## src/rtl/ex_operand_stage_if.sv

```systemverilog
`default_nettype none
// ---------------------------------------------------------------------------
// ex_operand_stage_if : ID/EX stage bus (decode, writeback taps, ALU outputs)
// Revision 1.0
// ---------------------------------------------------------------------------
interface ex_operand_stage_if #(
  parameter int WIDTH   = 8,
  parameter int RADDR_W = 5
);
  logic               id_valid;
  logic [WIDTH-1:0]   id_rs_data;
  logic [WIDTH-1:0]   id_rt_data;
  logic [WIDTH-1:0]   id_imm;
  logic [RADDR_W-1:0] id_rs;
  logic [RADDR_W-1:0] id_rt;
  logic [RADDR_W-1:0] id_rd;
  logic               id_alusrc;
  logic               id_regdst;
  logic               id_regwrite;
  logic               id_memread;
  logic               id_memwrite;
  logic [1:0]         id_aluop;
  logic [5:0]         id_funct;
  logic               stall;
  logic               flush;
  logic               mem_regwrite;
  logic [RADDR_W-1:0] mem_rd;
  logic [WIDTH-1:0]   mem_result;
  logic               wb_regwrite;
  logic [RADDR_W-1:0] wb_rd;
  logic [WIDTH-1:0]   wb_result;
  logic [WIDTH-1:0]   alu_a;
  logic [WIDTH-1:0]   alu_b;
  logic [2:0]         alu_op;
  logic               ex_valid;
  logic               ex_regwrite;
  logic               ex_memread;
  logic               ex_memwrite;
  logic [RADDR_W-1:0] ex_dest;
  logic [WIDTH-1:0]   ex_store_data;
  logic               load_use_stall;

  modport master (
    output id_valid, id_rs_data, id_rt_data, id_imm, id_rs, id_rt, id_rd,
           id_alusrc, id_regdst, id_regwrite, id_memread, id_memwrite,
           id_aluop, id_funct, stall, flush,
           mem_regwrite, mem_rd, mem_result, wb_regwrite, wb_rd, wb_result,
    input  alu_a, alu_b, alu_op, ex_valid, ex_regwrite, ex_memread,
           ex_memwrite, ex_dest, ex_store_data, load_use_stall
  );

  modport slave (
    input  id_valid, id_rs_data, id_rt_data, id_imm, id_rs, id_rt, id_rd,
           id_alusrc, id_regdst, id_regwrite, id_memread, id_memwrite,
           id_aluop, id_funct, stall, flush,
           mem_regwrite, mem_rd, mem_result, wb_regwrite, wb_rd, wb_result,
    output alu_a, alu_b, alu_op, ex_valid, ex_regwrite, ex_memread,
           ex_memwrite, ex_dest, ex_store_data, load_use_stall
  );
endinterface
`default_nettype wire

```

## src/rtl/ex_operand_stage.sv

```systemverilog
`default_nettype none
// ---------------------------------------------------------------------------
// ex_operand_stage : ID/EX register, ALU op decode, operand forwarding, load-use
// Revision 1.0
// ---------------------------------------------------------------------------
module ex_operand_stage #(
  parameter int WIDTH   = 8,
  parameter int RADDR_W = 5
) (
  input  wire logic          clk,
  input  wire logic          reset,
  ex_operand_stage_if.slave  ex_bus
);

  localparam logic [2:0] c_op_and  = 3'd0;
  localparam logic [2:0] c_op_or   = 3'd1;
  localparam logic [2:0] c_op_add  = 3'd2;
  localparam logic [2:0] c_op_zero = 3'd3;
  localparam logic [2:0] c_op_sub  = 3'd6;
  localparam logic [2:0] c_op_slt  = 3'd7;

  localparam logic [RADDR_W-1:0] c_reg_zero = '0;

  logic               valid_q,    valid_d;
  logic               regwrite_q, regwrite_d;
  logic               memread_q,  memread_d;
  logic               memwrite_q, memwrite_d;
  logic               alusrc_q,   alusrc_d;
  logic [WIDTH-1:0]   rs_data_q,  rs_data_d;
  logic [WIDTH-1:0]   rt_data_q,  rt_data_d;
  logic [WIDTH-1:0]   imm_q,      imm_d;
  logic [RADDR_W-1:0] rs_q,       rs_d;
  logic [RADDR_W-1:0] rt_q,       rt_d;
  logic [RADDR_W-1:0] dest_q,     dest_d;
  logic [2:0]         alu_op_q,   alu_op_d;

  logic [2:0]         w_op_dec;
  logic [WIDTH-1:0]   w_fwd_rs;
  logic [WIDTH-1:0]   w_fwd_rt;

  always_comb begin
    w_op_dec = c_op_zero;
    case (ex_bus.id_aluop)
      2'b00: w_op_dec = c_op_add;
      2'b01: w_op_dec = c_op_sub;
      2'b11: w_op_dec = c_op_or;
      default: begin
        case (ex_bus.id_funct)
          6'b100000: w_op_dec = c_op_add;
          6'b100010: w_op_dec = c_op_sub;
          6'b100100: w_op_dec = c_op_and;
          6'b100101: w_op_dec = c_op_or;
          6'b101010: w_op_dec = c_op_slt;
          default:   w_op_dec = c_op_zero;
        endcase
      end
    endcase
  end

  // Flush beats stall; stall holds; otherwise capture with controls gated by id_valid.
  always_comb begin
    valid_d    = valid_q;
    regwrite_d = regwrite_q;
    memread_d  = memread_q;
    memwrite_d = memwrite_q;
    alusrc_d   = alusrc_q;
    rs_data_d  = rs_data_q;
    rt_data_d  = rt_data_q;
    imm_d      = imm_q;
    rs_d       = rs_q;
    rt_d       = rt_q;
    dest_d     = dest_q;
    alu_op_d   = alu_op_q;
    if (ex_bus.flush) begin
      valid_d    = 1'b0;
      regwrite_d = 1'b0;
      memread_d  = 1'b0;
      memwrite_d = 1'b0;
      alusrc_d   = 1'b0;
      rs_data_d  = '0;
      rt_data_d  = '0;
      imm_d      = '0;
      rs_d       = '0;
      rt_d       = '0;
      dest_d     = '0;
      alu_op_d   = 3'd0;
    end else if (!ex_bus.stall) begin
      valid_d    = ex_bus.id_valid;
      regwrite_d = ex_bus.id_regwrite & ex_bus.id_valid;
      memread_d  = ex_bus.id_memread  & ex_bus.id_valid;
      memwrite_d = ex_bus.id_memwrite & ex_bus.id_valid;
      alusrc_d   = ex_bus.id_alusrc;
      rs_data_d  = ex_bus.id_rs_data;
      rt_data_d  = ex_bus.id_rt_data;
      imm_d      = ex_bus.id_imm;
      rs_d       = ex_bus.id_rs;
      rt_d       = ex_bus.id_rt;
      dest_d     = ex_bus.id_regdst ? ex_bus.id_rd : ex_bus.id_rt;
      alu_op_d   = w_op_dec;
    end
  end

  always_ff @(posedge clk or posedge reset) begin
    if (reset) begin
      valid_q    <= 1'b0;
      regwrite_q <= 1'b0;
      memread_q  <= 1'b0;
      memwrite_q <= 1'b0;
      alusrc_q   <= 1'b0;
      rs_data_q  <= '0;
      rt_data_q  <= '0;
      imm_q      <= '0;
      rs_q       <= '0;
      rt_q       <= '0;
      dest_q     <= '0;
      alu_op_q   <= 3'd0;
    end else begin
      valid_q    <= valid_d;
      regwrite_q <= regwrite_d;
      memread_q  <= memread_d;
      memwrite_q <= memwrite_d;
      alusrc_q   <= alusrc_d;
      rs_data_q  <= rs_data_d;
      rt_data_q  <= rt_data_d;
      imm_q      <= imm_d;
      rs_q       <= rs_d;
      rt_q       <= rt_d;
      dest_q     <= dest_d;
      alu_op_q   <= alu_op_d;
    end
  end

  // Youngest producer (EX/MEM) wins; r0 is hard-wired and never forwarded.
  always_comb begin
    w_fwd_rs = rs_data_q;
    if (ex_bus.mem_regwrite && (ex_bus.mem_rd != c_reg_zero) && (ex_bus.mem_rd == rs_q))
      w_fwd_rs = ex_bus.mem_result;
    else if (ex_bus.wb_regwrite && (ex_bus.wb_rd != c_reg_zero) && (ex_bus.wb_rd == rs_q))
      w_fwd_rs = ex_bus.wb_result;
  end

  always_comb begin
    w_fwd_rt = rt_data_q;
    if (ex_bus.mem_regwrite && (ex_bus.mem_rd != c_reg_zero) && (ex_bus.mem_rd == rt_q))
      w_fwd_rt = ex_bus.mem_result;
    else if (ex_bus.wb_regwrite && (ex_bus.wb_rd != c_reg_zero) && (ex_bus.wb_rd == rt_q))
      w_fwd_rt = ex_bus.wb_result;
  end

  assign ex_bus.alu_a         = w_fwd_rs;
  assign ex_bus.alu_b         = alusrc_q ? imm_q : w_fwd_rt;
  assign ex_bus.ex_store_data = w_fwd_rt;
  assign ex_bus.alu_op        = alu_op_q;
  assign ex_bus.ex_valid      = valid_q;
  assign ex_bus.ex_regwrite   = regwrite_q;
  assign ex_bus.ex_memread    = memread_q;
  assign ex_bus.ex_memwrite   = memwrite_q;
  assign ex_bus.ex_dest       = dest_q;

  assign ex_bus.load_use_stall = ex_bus.id_valid & valid_q & memread_q
                               & (dest_q != c_reg_zero)
                               & ((dest_q == ex_bus.id_rs) | (dest_q == ex_bus.id_rt));

endmodule
`default_nettype wire

```

## src/flat_wrapper.sv

```systemverilog
// flat-port wrapper written by rule: the top's interface ports become plain ports
module ex_operand_stage_flat 
#(
  parameter int WIDTH   = 8,
  parameter int RADDR_W = 5
)
  (clk, reset, ex_bus_id_valid, ex_bus_id_rs_data, ex_bus_id_rt_data, ex_bus_id_imm, ex_bus_id_rs, ex_bus_id_rt, ex_bus_id_rd, ex_bus_id_alusrc, ex_bus_id_regdst, ex_bus_id_regwrite, ex_bus_id_memread, ex_bus_id_memwrite, ex_bus_id_aluop, ex_bus_id_funct, ex_bus_stall, ex_bus_flush, ex_bus_mem_regwrite, ex_bus_mem_rd, ex_bus_mem_result, ex_bus_wb_regwrite, ex_bus_wb_rd, ex_bus_wb_result, ex_bus_alu_a, ex_bus_alu_b, ex_bus_alu_op, ex_bus_ex_valid, ex_bus_ex_regwrite, ex_bus_ex_memread, ex_bus_ex_memwrite, ex_bus_ex_dest, ex_bus_ex_store_data, ex_bus_load_use_stall);
  ex_operand_stage_if #(.WIDTH(WIDTH), .RADDR_W(RADDR_W)) ex_bus_i ();
  input  wire logic clk;
  input  wire logic reset;
  input wire logic [$bits(ex_bus_i.id_valid)-1:0] ex_bus_id_valid;
  input wire logic [$bits(ex_bus_i.id_rs_data)-1:0] ex_bus_id_rs_data;
  input wire logic [$bits(ex_bus_i.id_rt_data)-1:0] ex_bus_id_rt_data;
  input wire logic [$bits(ex_bus_i.id_imm)-1:0] ex_bus_id_imm;
  input wire logic [$bits(ex_bus_i.id_rs)-1:0] ex_bus_id_rs;
  input wire logic [$bits(ex_bus_i.id_rt)-1:0] ex_bus_id_rt;
  input wire logic [$bits(ex_bus_i.id_rd)-1:0] ex_bus_id_rd;
  input wire logic [$bits(ex_bus_i.id_alusrc)-1:0] ex_bus_id_alusrc;
  input wire logic [$bits(ex_bus_i.id_regdst)-1:0] ex_bus_id_regdst;
  input wire logic [$bits(ex_bus_i.id_regwrite)-1:0] ex_bus_id_regwrite;
  input wire logic [$bits(ex_bus_i.id_memread)-1:0] ex_bus_id_memread;
  input wire logic [$bits(ex_bus_i.id_memwrite)-1:0] ex_bus_id_memwrite;
  input wire logic [$bits(ex_bus_i.id_aluop)-1:0] ex_bus_id_aluop;
  input wire logic [$bits(ex_bus_i.id_funct)-1:0] ex_bus_id_funct;
  input wire logic [$bits(ex_bus_i.stall)-1:0] ex_bus_stall;
  input wire logic [$bits(ex_bus_i.flush)-1:0] ex_bus_flush;
  input wire logic [$bits(ex_bus_i.mem_regwrite)-1:0] ex_bus_mem_regwrite;
  input wire logic [$bits(ex_bus_i.mem_rd)-1:0] ex_bus_mem_rd;
  input wire logic [$bits(ex_bus_i.mem_result)-1:0] ex_bus_mem_result;
  input wire logic [$bits(ex_bus_i.wb_regwrite)-1:0] ex_bus_wb_regwrite;
  input wire logic [$bits(ex_bus_i.wb_rd)-1:0] ex_bus_wb_rd;
  input wire logic [$bits(ex_bus_i.wb_result)-1:0] ex_bus_wb_result;
  output wire logic [$bits(ex_bus_i.alu_a)-1:0] ex_bus_alu_a;
  output wire logic [$bits(ex_bus_i.alu_b)-1:0] ex_bus_alu_b;
  output wire logic [$bits(ex_bus_i.alu_op)-1:0] ex_bus_alu_op;
  output wire logic [$bits(ex_bus_i.ex_valid)-1:0] ex_bus_ex_valid;
  output wire logic [$bits(ex_bus_i.ex_regwrite)-1:0] ex_bus_ex_regwrite;
  output wire logic [$bits(ex_bus_i.ex_memread)-1:0] ex_bus_ex_memread;
  output wire logic [$bits(ex_bus_i.ex_memwrite)-1:0] ex_bus_ex_memwrite;
  output wire logic [$bits(ex_bus_i.ex_dest)-1:0] ex_bus_ex_dest;
  output wire logic [$bits(ex_bus_i.ex_store_data)-1:0] ex_bus_ex_store_data;
  output wire logic [$bits(ex_bus_i.load_use_stall)-1:0] ex_bus_load_use_stall;
  assign ex_bus_i.id_valid = ex_bus_id_valid;
  assign ex_bus_i.id_rs_data = ex_bus_id_rs_data;
  assign ex_bus_i.id_rt_data = ex_bus_id_rt_data;
  assign ex_bus_i.id_imm = ex_bus_id_imm;
  assign ex_bus_i.id_rs = ex_bus_id_rs;
  assign ex_bus_i.id_rt = ex_bus_id_rt;
  assign ex_bus_i.id_rd = ex_bus_id_rd;
  assign ex_bus_i.id_alusrc = ex_bus_id_alusrc;
  assign ex_bus_i.id_regdst = ex_bus_id_regdst;
  assign ex_bus_i.id_regwrite = ex_bus_id_regwrite;
  assign ex_bus_i.id_memread = ex_bus_id_memread;
  assign ex_bus_i.id_memwrite = ex_bus_id_memwrite;
  assign ex_bus_i.id_aluop = ex_bus_id_aluop;
  assign ex_bus_i.id_funct = ex_bus_id_funct;
  assign ex_bus_i.stall = ex_bus_stall;
  assign ex_bus_i.flush = ex_bus_flush;
  assign ex_bus_i.mem_regwrite = ex_bus_mem_regwrite;
  assign ex_bus_i.mem_rd = ex_bus_mem_rd;
  assign ex_bus_i.mem_result = ex_bus_mem_result;
  assign ex_bus_i.wb_regwrite = ex_bus_wb_regwrite;
  assign ex_bus_i.wb_rd = ex_bus_wb_rd;
  assign ex_bus_i.wb_result = ex_bus_wb_result;
  assign ex_bus_alu_a = ex_bus_i.alu_a;
  assign ex_bus_alu_b = ex_bus_i.alu_b;
  assign ex_bus_alu_op = ex_bus_i.alu_op;
  assign ex_bus_ex_valid = ex_bus_i.ex_valid;
  assign ex_bus_ex_regwrite = ex_bus_i.ex_regwrite;
  assign ex_bus_ex_memread = ex_bus_i.ex_memread;
  assign ex_bus_ex_memwrite = ex_bus_i.ex_memwrite;
  assign ex_bus_ex_dest = ex_bus_i.ex_dest;
  assign ex_bus_ex_store_data = ex_bus_i.ex_store_data;
  assign ex_bus_load_use_stall = ex_bus_i.load_use_stall;
  ex_operand_stage #(.WIDTH(WIDTH), .RADDR_W(RADDR_W)) u_core (.clk(clk), .reset(reset), .ex_bus(ex_bus_i));
endmodule
```

## config.mk

```make
export PLATFORM = sky130hd
export DESIGN_NAME = ex_operand_stage_flat
export DESIGN_NICKNAME = d
export VERILOG_FILES = /design/src/rtl/ex_operand_stage_if.sv /design/src/rtl/ex_operand_stage.sv /design/src/flat_wrapper.sv
export SDC_FILE = /design/constraint.sdc
export NUM_CORES = 1
export LEC_CHECK = 0
export BUFFER_PORTS_ARGS = -buffer_cell sky130_fd_sc_hd__buf_2
export CORE_MARGIN = 2
export CORE_UTILIZATION = 49
export DETAILED_ROUTE_END_ITERATION = 16
export GPL_TIMING_DRIVEN = 1
export HOLD_SLACK_MARGIN = 0.12
export PLACE_DENSITY_LB_ADDON = 0.3
export SLEW_MARGIN = 20
export SYNTH_ARGS = -nofsm -noshare
export SYNTH_HDL_FRONTEND = slang
export SYNTH_SLANG_ARGS = --single-unit
export TNS_END_PERCENT = 1
```

## constraint.sdc

```tcl
create_clock -name clk -period 2.1 [get_ports clk]
set_clock_uncertainty 0.1 [all_clocks]
set_input_delay 0.315 -clock clk [delete_from_list [all_inputs] [get_ports clk]]
set_output_delay 0.315 -clock clk [all_outputs]
set_load 0.005 [all_outputs]
```

==> run metrics, run 1 <==
outcome complete, but fails checks; failing checks negative setup slack; initial antenna violation count 0; Global Route Usage Sum 0.278; Pwr per Cell Area around 560 nW/um2; asr flop ratio synth 1.00; WP data required 1680 ps; final setup violation count 25; clock root cell clkbuf_8; proportion of layout cells with a drive suffix above 1 0.413; leakage 2.12 nW; Hold Fails Final Rpt 0; startpoint types flop; fillers about 500; First-pass DRT Iterations 5; I/O Pins approximately 120; DR vias/cell around 6; Max H-tree Level 2; mapped cell area 3110 um2; TritonCTS clock tree done; die height 83.7 um; Main synth FF type dfrtp_1; Critical Path AT 1880 ps; Synth Warn # 0; Die Footprint roughly 7000 um2; Port Buffers 121; Syn Area/Cell 9.08 um2; Die W 83.7 um; first-pass GRT wire length 15900 um; final worst-path setup slack -199 ps; vias approximately 3200; Post-DP HPWL 7280 um; hold endpoint u_core.ex_bus.ex_memwrite; Hold WC Path Type primary input to flop; Clock Path Buffers 2; max cap viols 0; GRT Residual Overflow 0; worst r2r src u_core.alusrc_q; fin util 0.695; fmax about 0.44 GHz; Detail Route Antenna Nets 0; Setup Total Neg Slack -3800 ps; Routed WL 9640 um; register area between 1000 and 1500 um2; Final Max Tran Viols 0; largest net degree at the start of global routing 29; Rows 29; WL/cell 17.3 um; Num Clock Sinks 47; worst hold start ex_bus_id_memwrite; CP Max Fanout 8; area growth from synthesis to layout 39.3%; sequential-to-total area share from yosys stat 0.378; Worst Hold Depth 3; r2r worst-path depth 2; initial DRC count between 200 and 250; RSZ-0062 raised after global routing yes; Setup CP Type flop to output pin; Period minus WS final ~2300 ps; Area after DPL 3890 um2; Post-synth EDFFs 0; cell count after synthesis roughly 340; syn nets 428; Synth cell types 40; CTS clk-pin slew, worst paths 100 ps; multi-input logic area 2070 um2; fin area 4340 um2; Crit. End Element output pin; #FFs+latches synth 47; Starting Density 0.499; DR DRC count 0; Slew HR 0.620; Tcrit/Tclk final 1.09; ANT cells 0; Clk Latency, worst-skew pair 310 ps; RePlAce Congestion 0.934; Tightest Pin Transition 570 ps; reg-to-reg endpoint u_core.alusrc_q; vias in the first global route 3221; Final nets 563; Peak VDD IR 0.418 mV; area of the core 6240 um2; total CTS buffers 5; FF-to-FF setup slack approximately 900 ps
stage by stage:
| stage | power, W | cells | hold WS, ps | setup WS [ps] |
|---|---|---|---|---|
| 6_report | 0.00243 | 556 | 141 | -199 |
| 5_1_grt | 0.00254 | 556 | 146 | -272 |
| 4_1_cts | 0.00240 | 553 | 143 | -148 |
| 3_5_place_dp | 0.00162 | 542 | 238 | -193 |
| 3_3_place_gp | 0.00160 | 542 | 228 | -172 |
| 2_1_floorplan | 0.00135 | 343 | 368 | 156 |
flip-flops by register name, summed over array words and instances (netlist names):
register and cells:
u_core.alusrc_q 1, u_core.ex_bus.alu_op 3, u_core.ex_bus.ex_dest 5, u_core.ex_bus.ex_memread 1, u_core.ex_bus.ex_memwrite 1, u_core.ex_bus.ex_regwrite 1, u_core.ex_bus.ex_valid 1, u_core.imm_q 8
u_core.rs_data_q 8, u_core.rs_q 5, u_core.rt_data_q 8, u_core.rt_q 5
worst max-delay path: stages (launching register included):
cell,delay (ps)
dfrtp_2,450
buf_6,140
xnor2_4,110
and2_4,180
buf_6,120
a31oi_4,290
a31oi_1,130
buf_2,150
worst max path at each step:
| stage | cells past startpoint | from | end |
|---|---|---|---|
| 3_3_place_gp | 6 | ex_bus_mem_rd[1] | ex_bus_alu_b[5] |
| 4_1_cts | 7 | u_core.rt_q[0] | ex_bus_alu_b[4] |
| 6_report | 7 | u_core.rt_q[0] | ex_bus_alu_b[2] |
| 5_1_grt | 7 | u_core.rt_q[1] | ex_bus_alu_b[5] |
| 2_1_floorplan | 5 | u_core.rt_q[3] | ex_bus_ex_store_data[6] |
| 3_5_place_dp | 6 | ex_bus_mem_rd[1] | ex_bus_ex_store_data[1] |
synth_stat cells, drive strengths merged (2+ instances only):
library cell	n	area share
a21oi	11	0.018
a22oi	3	0.0072
a31oi	26	0.057
a41o	8	0.026
and3	2	0.0040
buf	15	0.026
clkbuf	7	0.0084
dfrtp	47	0.38
inv	2	0.0024
mux2i	40	0.13
nand2	5	0.0060
nand3	14	0.022
nand4	10	0.020
nor2	61	0.074
nor2b	11	0.022
nor3	2	0.0032
nor4	16	0.032
o21a	2	0.0048
o21ai	10	0.021
o31ai	8	0.019
or4	3	0.0096
xnor2	22	0.062
xor2	8	0.022
layout by cell type, fill, tap and decap left out, drive strengths merged, types with 3 or more instances in the layout:
cell type / instances
xor2: 8
a22oi: 3
mux2i: 40
inv: 3
clkbuf: 6
xnor2: 22
or4: 3
nand4: 10
buf: 149
o21ai: 10
nand2: 5
a31oi: 26
nor4: 16
dfrtp: 47
nor2b: 11
a21oi: 11
nand3: 14
o31ai: 8
a41o: 8
nor2: 61
power breakdown:
| part | total, W | internal [W] | switching (W) |
|---|---|---|---|
| Clock | 0.000730 | 0.000392 | 0.000337 |
| Sequential | 0.00101 | 0.000954 | 0.0000554 |
| Combinational | 0.000693 | 0.000324 | 0.000369 |
metal layers:
layer,part of all wire,GRT usage,up-vias
met4,0.015,0.0630,0
met3,0.089,0.0732,13
met2,0.47,0.465,166
met1,0.42,0.362,1512
li1,-,-,1551
met5,0,0,-
layout make-up:
cell class,instances,share of cell area
Clock buffer,6,0.0190
Clock inverter,2,0.00894
Inverter,2,0.00173
Multi-Input combinational cell,272,0.477
Sequential cell,47,0.272
Tap cell,77,0.0222
Timing Repair Buffer,150,0.199
what timing repair did:
| item | CTS | global route |
|---|---|---|
| gates resized for setup | 40 | 16 |
| hold endpoints to repair | 18 | 0 |
| pin swaps | 6 | 7 |
| cloned | 0 | 0 |
| setup endpoints to repair | 25 | 25 |
| buffers inserted | 2 | 3 |
| hold buffers | 1 | 0 |
cells by family after synthesis:
kind of cell    Yosys count  synth area share
mux                      40             0.129
compound gates           74             0.170
flops                    47             0.378
simple gates            128             0.202
xor+xnor                 30            0.0844
buf+inv                  24            0.0370
(Power assumes the default switching activity.)
==> run 2: changes to the inputs <==
- CELL_PAD_IN_SITES_DETAIL_PLACEMENT: not set -> 0
- CELL_PAD_IN_SITES_GLOBAL_PLACEMENT: not set -> 1
- CORE_UTILIZATION: 49 -> 36
==> run 2 against run 1 <==
The run still ends with negative setup slack left. Hold slack improved by 1.4 ps. Fmax up 1.6%. Wire length increased by 6.0%. Critical path type is now primary input to output pin.
==> run metrics, run 2 (synthesis gave the netlist of run 1 again) <==
outcome complete, but fails checks (unchanged); failing checks negative setup slack (unchanged); total CTS buffers 5 (unchanged); proportion of layout cells with a drive suffix above 1 0.434 (was 0.413); area growth from synthesis to layout 42.3% (was 39.3%); Routed WL 10200 um (was 9640 um); worst r2r src u_core.alusrc_q (unchanged); ANT cells 0 (unchanged); crit path to ex_bus_alu_b[3] (was ex_bus_alu_b[2]); Final nets 559 (was 563); biggest regs u_core.imm_q: 8 flops, u_core.rs_data_q: 8 flops, u_core.rt_data_q: 8 flops (unchanged); commonest non-fill, non-tap cell in the layout buf_2 (unchanged); Starting Density 0.375 (was 0.499); Tcrit/Tclk final 1.08 (was 1.09); CP Max Fanout 10 (was 8); Setup CP Type primary input to output pin (was flop to output pin); Hold Fails Final Rpt 0 (unchanged); DR vias/cell 5.65 (was 5.83); Final Max Tran Viols 0 (unchanged); Post-Place Cells 570 (was 542); Slew HR 0.617 (was 0.620); TritonCTS clock tree done (unchanged); Hold WC Path Type primary input to flop (unchanged); Period minus WS final 2260 ps (was 2300 ps); GRT Residual Overflow 0 (unchanged); fmax 0.442 GHz (was 0.435 GHz); RSZ-0062 raised after global routing yes (unchanged); clock root cell clkbuf_8 (unchanged); met1 usage 0.288 (was 0.362); RePlAce Congestion 0.905 (was 0.934); Max H-tree Level 2 (unchanged); initial DRC count 165 (was 243); vias in the first global route 3174 (was 3221); Min Hold Slack 142 ps (was 141 ps); Placement Setup Slack -210 ps (was -193 ps); Tightest Pin Transition 574 ps (was 570 ps); crit path launch ex_bus_mem_rd[1] (was u_core.rt_q[0]); Global Route Usage Sum 0.212 (was 0.278); leakage 2.11 nW (was 2.12 nW); I/O Pins 122 (unchanged); WP data required 1680 ps (about the same); startpoint types primary input (was flop); First-pass DRT Iterations 4 (was 5); final setup violation count 25 (unchanged); Clock Path Buffers 2 (unchanged); initial antenna violation count 0 (unchanged); Post-DP HPWL 7770 um (was 7280 um); Num Clock Sinks 47 (unchanged); Non-Filler Instances 580 (was 556); WL/cell 17.6 um (was 17.3 um); Die Footprint 9410 um2 (was 7010 um2); Pwr per Cell Area 518 nW/um2 (was 561 nW/um2); Crit. End Element output pin (unchanged); fillers 792 (was 498); final worst-path setup slack -163 ps (was -199 ps); first-pass GRT wire length 16400 um (was 15900 um); Rows 33 (was 29); Die W 97.0 um (was 83.7 um); met3 GRT Util 0.0470 (was 0.0732); die height 97.0 um (was 83.7 um); DR DRC count 0 (unchanged); reg-to-reg endpoint u_core.alusrc_q (unchanged); FF-to-FF setup slack 960 ps (was 900 ps); GR Util met2 0.342 (was 0.465); area of the core 8300 um2 (was 6240 um2); max cap viols 0 (unchanged); CTS clk-pin slew, worst paths 90 ps (was 100 ps); largest net degree at the start of global routing 48 (was 29); vias 3279 (was 3242); GR peak layer met2 (unchanged); Critical Path AT 1850 ps (was 1880 ps); Clk Latency, worst-skew pair 300 ps (was 310 ps); r2r worst-path depth 2 (unchanged); Port Buffers 121 (unchanged); Detail Route Antenna Nets 0 (unchanged); Peak VDD IR 0.243 mV (was 0.418 mV); most frequent cells in the layout 120 x buf_2, 61 x nor2_1, 41 x dfrtp_1 (was 121 x buf_2, 61 x nor2_1, 44 x dfrtp_1)
run 2: cell count changes in the layout (fill, tap and decap cells not counted), sizes merged:
cell / delta
buf: -4
clkinvlp: +1
bufinv: -1
run 2: report_power, final:
group	internal [W]	switching (W)
sequential	0.000955	0.0000590
combinational	0.000336	0.000377
clock	0.000240	0.000331
total	0.00153	0.000766
run 2: what timing repair did:
item	4_1_cts	5_1_grt
hold buffers	1	0
pin swaps	8	20
endpoints found under the setup margin	25	25
gates resized for setup	40	27
setup buffers	0	1
hold endpoints to repair	47	0
run 2: final cells by class:
type,count,area [um2],area share
Sequential cell,47,1180,0.267
Inverter,2,7.51,0.00169
Clock buffer,6,72.6,0.0164
Multi-Input combinational cell,272,2150,0.485
Clock inverter,2,16.3,0.00367
Tap cell,105,131,0.0296
Timing Repair Buffer,146,871,0.196
run 2: worst min path at each step:
stage	startpoint	end	slack (ps)	cells past startpoint
after floorplan	ex_bus_id_alusrc	u_core.alusrc_q	370	2
after global placement	reset	u_core.ex_bus.ex_regwrite	270	3
after detailed placement	reset	u_core.ex_bus.ex_memwrite	280	3
after CTS	ex_bus_id_memread	u_core.ex_bus.ex_memread	140	3
after global routing	ex_bus_id_imm[7]	u_core.imm_q[7]	140	3
final	ex_bus_id_imm[7]	u_core.imm_q[7]	140	3
run 2: critical path: stages:
cell     delay, ps
buf_2          100
or4_4          550
o21a_4         270
a31oi_4        310
a31oi_1        140
buf_2          150
run 2: metrics by stage:
step                 util  setup TNS [ps]  power [W]  area (um2)
floorplan               -               0    0.00135        3110
global placement    0.478           -3220    0.00162        3970
detailed placement  0.478           -3940    0.00164        3970
CTS                 0.515           -2830    0.00227        4270
global route        0.534           -4930    0.00242        4430
finish              0.534           -2830    0.00230        4430
run 2: layer usage:
metal  share of wire  routed length, um
met5               0                  0
met3           0.073                748
met4           0.016                167
met2            0.47               4810
met1            0.44               4490
==> run 3: changes to the inputs <==
- REMOVE_ABC_BUFFERS: not set -> 1
==> run 3 against run 2 <==
The run still ends with negative setup slack left. Largest power group unchanged. Core utilization fell by 0.98 points. Clock power fell by 3%. Largest cell class unchanged. Fmax fell by 2.0%. Sequential share of layout area rose by 0.41 points. Wire length fell by 1.3%. Sequential power barely moved. Die area did not move. Register-to-register slack got worse by 30 ps. Combinational power fell by 3.2%.
==> run metrics, run 3 (synthesis gave the netlist of run 1 again) <==
area growth from synthesis to layout 39.7% (was 42.3%); die height 97.0 um (unchanged); Rows 33 (unchanged); Min Hold Slack 143 ps (was 142 ps); final worst-path setup slack -209 ps (was -163 ps); Starting Density 0.375 (unchanged); Worst Hold Depth 3 (unchanged); biggest regs u_core.imm_q: 8 flops, u_core.rs_data_q: 8 flops, u_core.rt_data_q: 8 flops (unchanged); WL/cell 17.0 um (was 17.6 um); Final Total Pwr 0.00225 W (was 0.00230 W); Placement Setup Slack -226 ps (was -210 ps); RePlAce Congestion 0.895 (was 0.905); RSZ-0062 raised after global routing yes (unchanged); area of the core 8300 um2 (unchanged); clock root cell clkbuf_8 (unchanged); Hold Fails Final Rpt 0 (unchanged); sequential power share 0.447 (was 0.441); Post-DP HPWL 7690 um (was 7770 um); failing checks negative setup slack (unchanged); Non-Filler Instances 593 (was 580); Crit. End Element output pin (unchanged); reg-to-reg endpoint u_core.alusrc_q (unchanged); r2r worst-path depth 2 (unchanged); NetSw 0.000735 W (was 0.000766 W); Pint 0.00151 W (was 0.00153 W); commonest non-fill, non-tap cell in the layout buf_2 (unchanged); logic gate share of total power 0.307 (was 0.310); Detail Route Antenna Nets 0 (unchanged); Global Route Usage Sum 0.213 (was 0.212); Period minus WS final 2310 ps (was 2260 ps); first-pass GRT wire length 16500 um (was 16400 um); TritonCTS clock tree done (unchanged); Routed WL 10100 um (was 10200 um); leakage 2.14 nW (was 2.11 nW); outcome complete, but fails checks (unchanged); DR vias/cell 5.54 (was 5.65); Die Footprint 9410 um2 (unchanged); Hold WC Path Type primary input to flop (unchanged); total CTS buffers 5 (unchanged); max cap viols 0 (unchanged); Port Buffers 121 (unchanged); ANT cells 0 (unchanged); CP Max Fanout 8 (was 10); Critical Path AT 1890 ps (was 1850 ps); Clock Path Buffers 2 (unchanged); Clk Latency, worst-skew pair 310 ps (was 300 ps); First-pass DRT Iterations 4 (unchanged); DR DRC count 0 (unchanged); hold endpoint u_core.imm_q[4] (was u_core.imm_q[7]); Max H-tree Level 2 (unchanged); largest net degree at the start of global routing 48 (unchanged); WP data required 1680 ps (about the same); most frequent cells in the layout 122 x buf_2, 61 x nor2_1, 44 x dfrtp_1 (was 120 x buf_2, 61 x nor2_1, 41 x dfrtp_1); clock share of power 0.245 (was 0.248); vias 3283 (was 3279); initial antenna violation count 0 (unchanged); initial DRC count 76 (was 165); I/O Pins 122 (unchanged); startpoint types flop (was primary input); fmax 0.433 GHz (was 0.442 GHz); CTS clk-pin slew, worst paths 90 ps (about the same); Pwr per Cell Area 516 nW/um2 (was 518 nW/um2); FF-to-FF setup slack 930 ps (was 960 ps); vias in the first global route 3294 (was 3174); Tcrit/Tclk final 1.10 (was 1.08); sw frac 0.327 (was 0.334); GRT Residual Overflow 0 (unchanged); worst hold start ex_bus_id_imm[4] (was ex_bus_id_imm[7]); proportion of layout cells with a drive suffix above 1 0.410 (was 0.434); Setup CP Type flop to output pin (was primary input to output pin); Final nets 572 (was 559); final setup violation count 24 (was 25); worst r2r src u_core.alusrc_q (unchanged); Num Clock Sinks 47 (unchanged); Die W 97.0 um (unchanged); Tightest Pin Transition 575 ps (was 574 ps); Post-Place Cells 580 (was 570); Slew HR 0.617 (about the same); Peak VDD IR 0.231 mV (was 0.243 mV); Final Max Tran Viols 0 (unchanged)
-- run 3: how the worst max path moves through the flow --
stage	slack, ps	startpoint	endpoint	cells past startpoint
CTS	-210	u_core.rt_q[0]	ex_bus_alu_b[3]	7
detailed placement	-230	ex_bus_mem_rd[1]	ex_bus_alu_b[4]	7
floorplan	150	ex_bus_mem_rd[1]	ex_bus_alu_a[0]	4
finish	-210	u_core.rt_q[0]	ex_bus_alu_b[5]	7
global route	-280	u_core.rt_q[4]	ex_bus_alu_b[6]	7
global placement	-200	ex_bus_mem_rd[1]	ex_bus_alu_b[3]	7
-- run 3: cell type report --
type | count | area [um2]
Fill cell | 830 | 3950
Multi-Input combinational cell | 272 | 2000
Sequential cell | 47 | 1180
Timing Repair Buffer | 159 | 952
Tap cell | 105 | 131
Clock buffer | 5 | 68.8
Clock inverter | 3 | 15.0
Inverter | 2 | 7.51
-- run 3: stage by stage --
stage          TNS (ps)   util  cell area (um2)
2_1_floorplan         0      -             3010
3_3_place_gp      -2750  0.487             4040
3_5_place_dp      -3340  0.487             4040
4_1_cts           -3380  0.514             4260
5_1_grt           -5650  0.524             4350
6_report          -3610  0.524             4350
-- run 3: repair_timing --
action	CTS	global route
endpoints found under the hold margin	47	0
resized for setup	23	15
hold buffers	1	0
buffers inserted	1	2
endpoints found under the setup margin	25	25
pin swaps	16	6
cloned	1	0
-- run 3: power by group through the flow --
stage	Sequential [W]	Clock (W)	Combinational, W
after floorplan	0.00101	0	0.000296
after global placement	0.00101	0	0.000618
after detailed placement	0.00102	0	0.000630
after CTS	0.00100	0.000573	0.000670
after global routing	0.00101	0.000613	0.000758
final	0.00101	0.000551	0.000690
-- run 3: per-layer routing --
metal | vias up | GRT usage | routed length (um)
met5 | - | 0 | 0
met4 | 0 | 0.0520 | 140
met3 | 12 | 0.0549 | 784
met2 | 142 | 0.361 | 4880
met1 | 1566 | 0.272 | 4270
li1 | 1563 | - | -
-- run 3: worst max-delay path: stages (launching register included) --
cell	delay, ps
dfrtp_1	440
buf_6	140
xnor2_2	120
and2_4	180
buf_6	130
a31oi_4	290
a31oi_1	140
buf_2	150
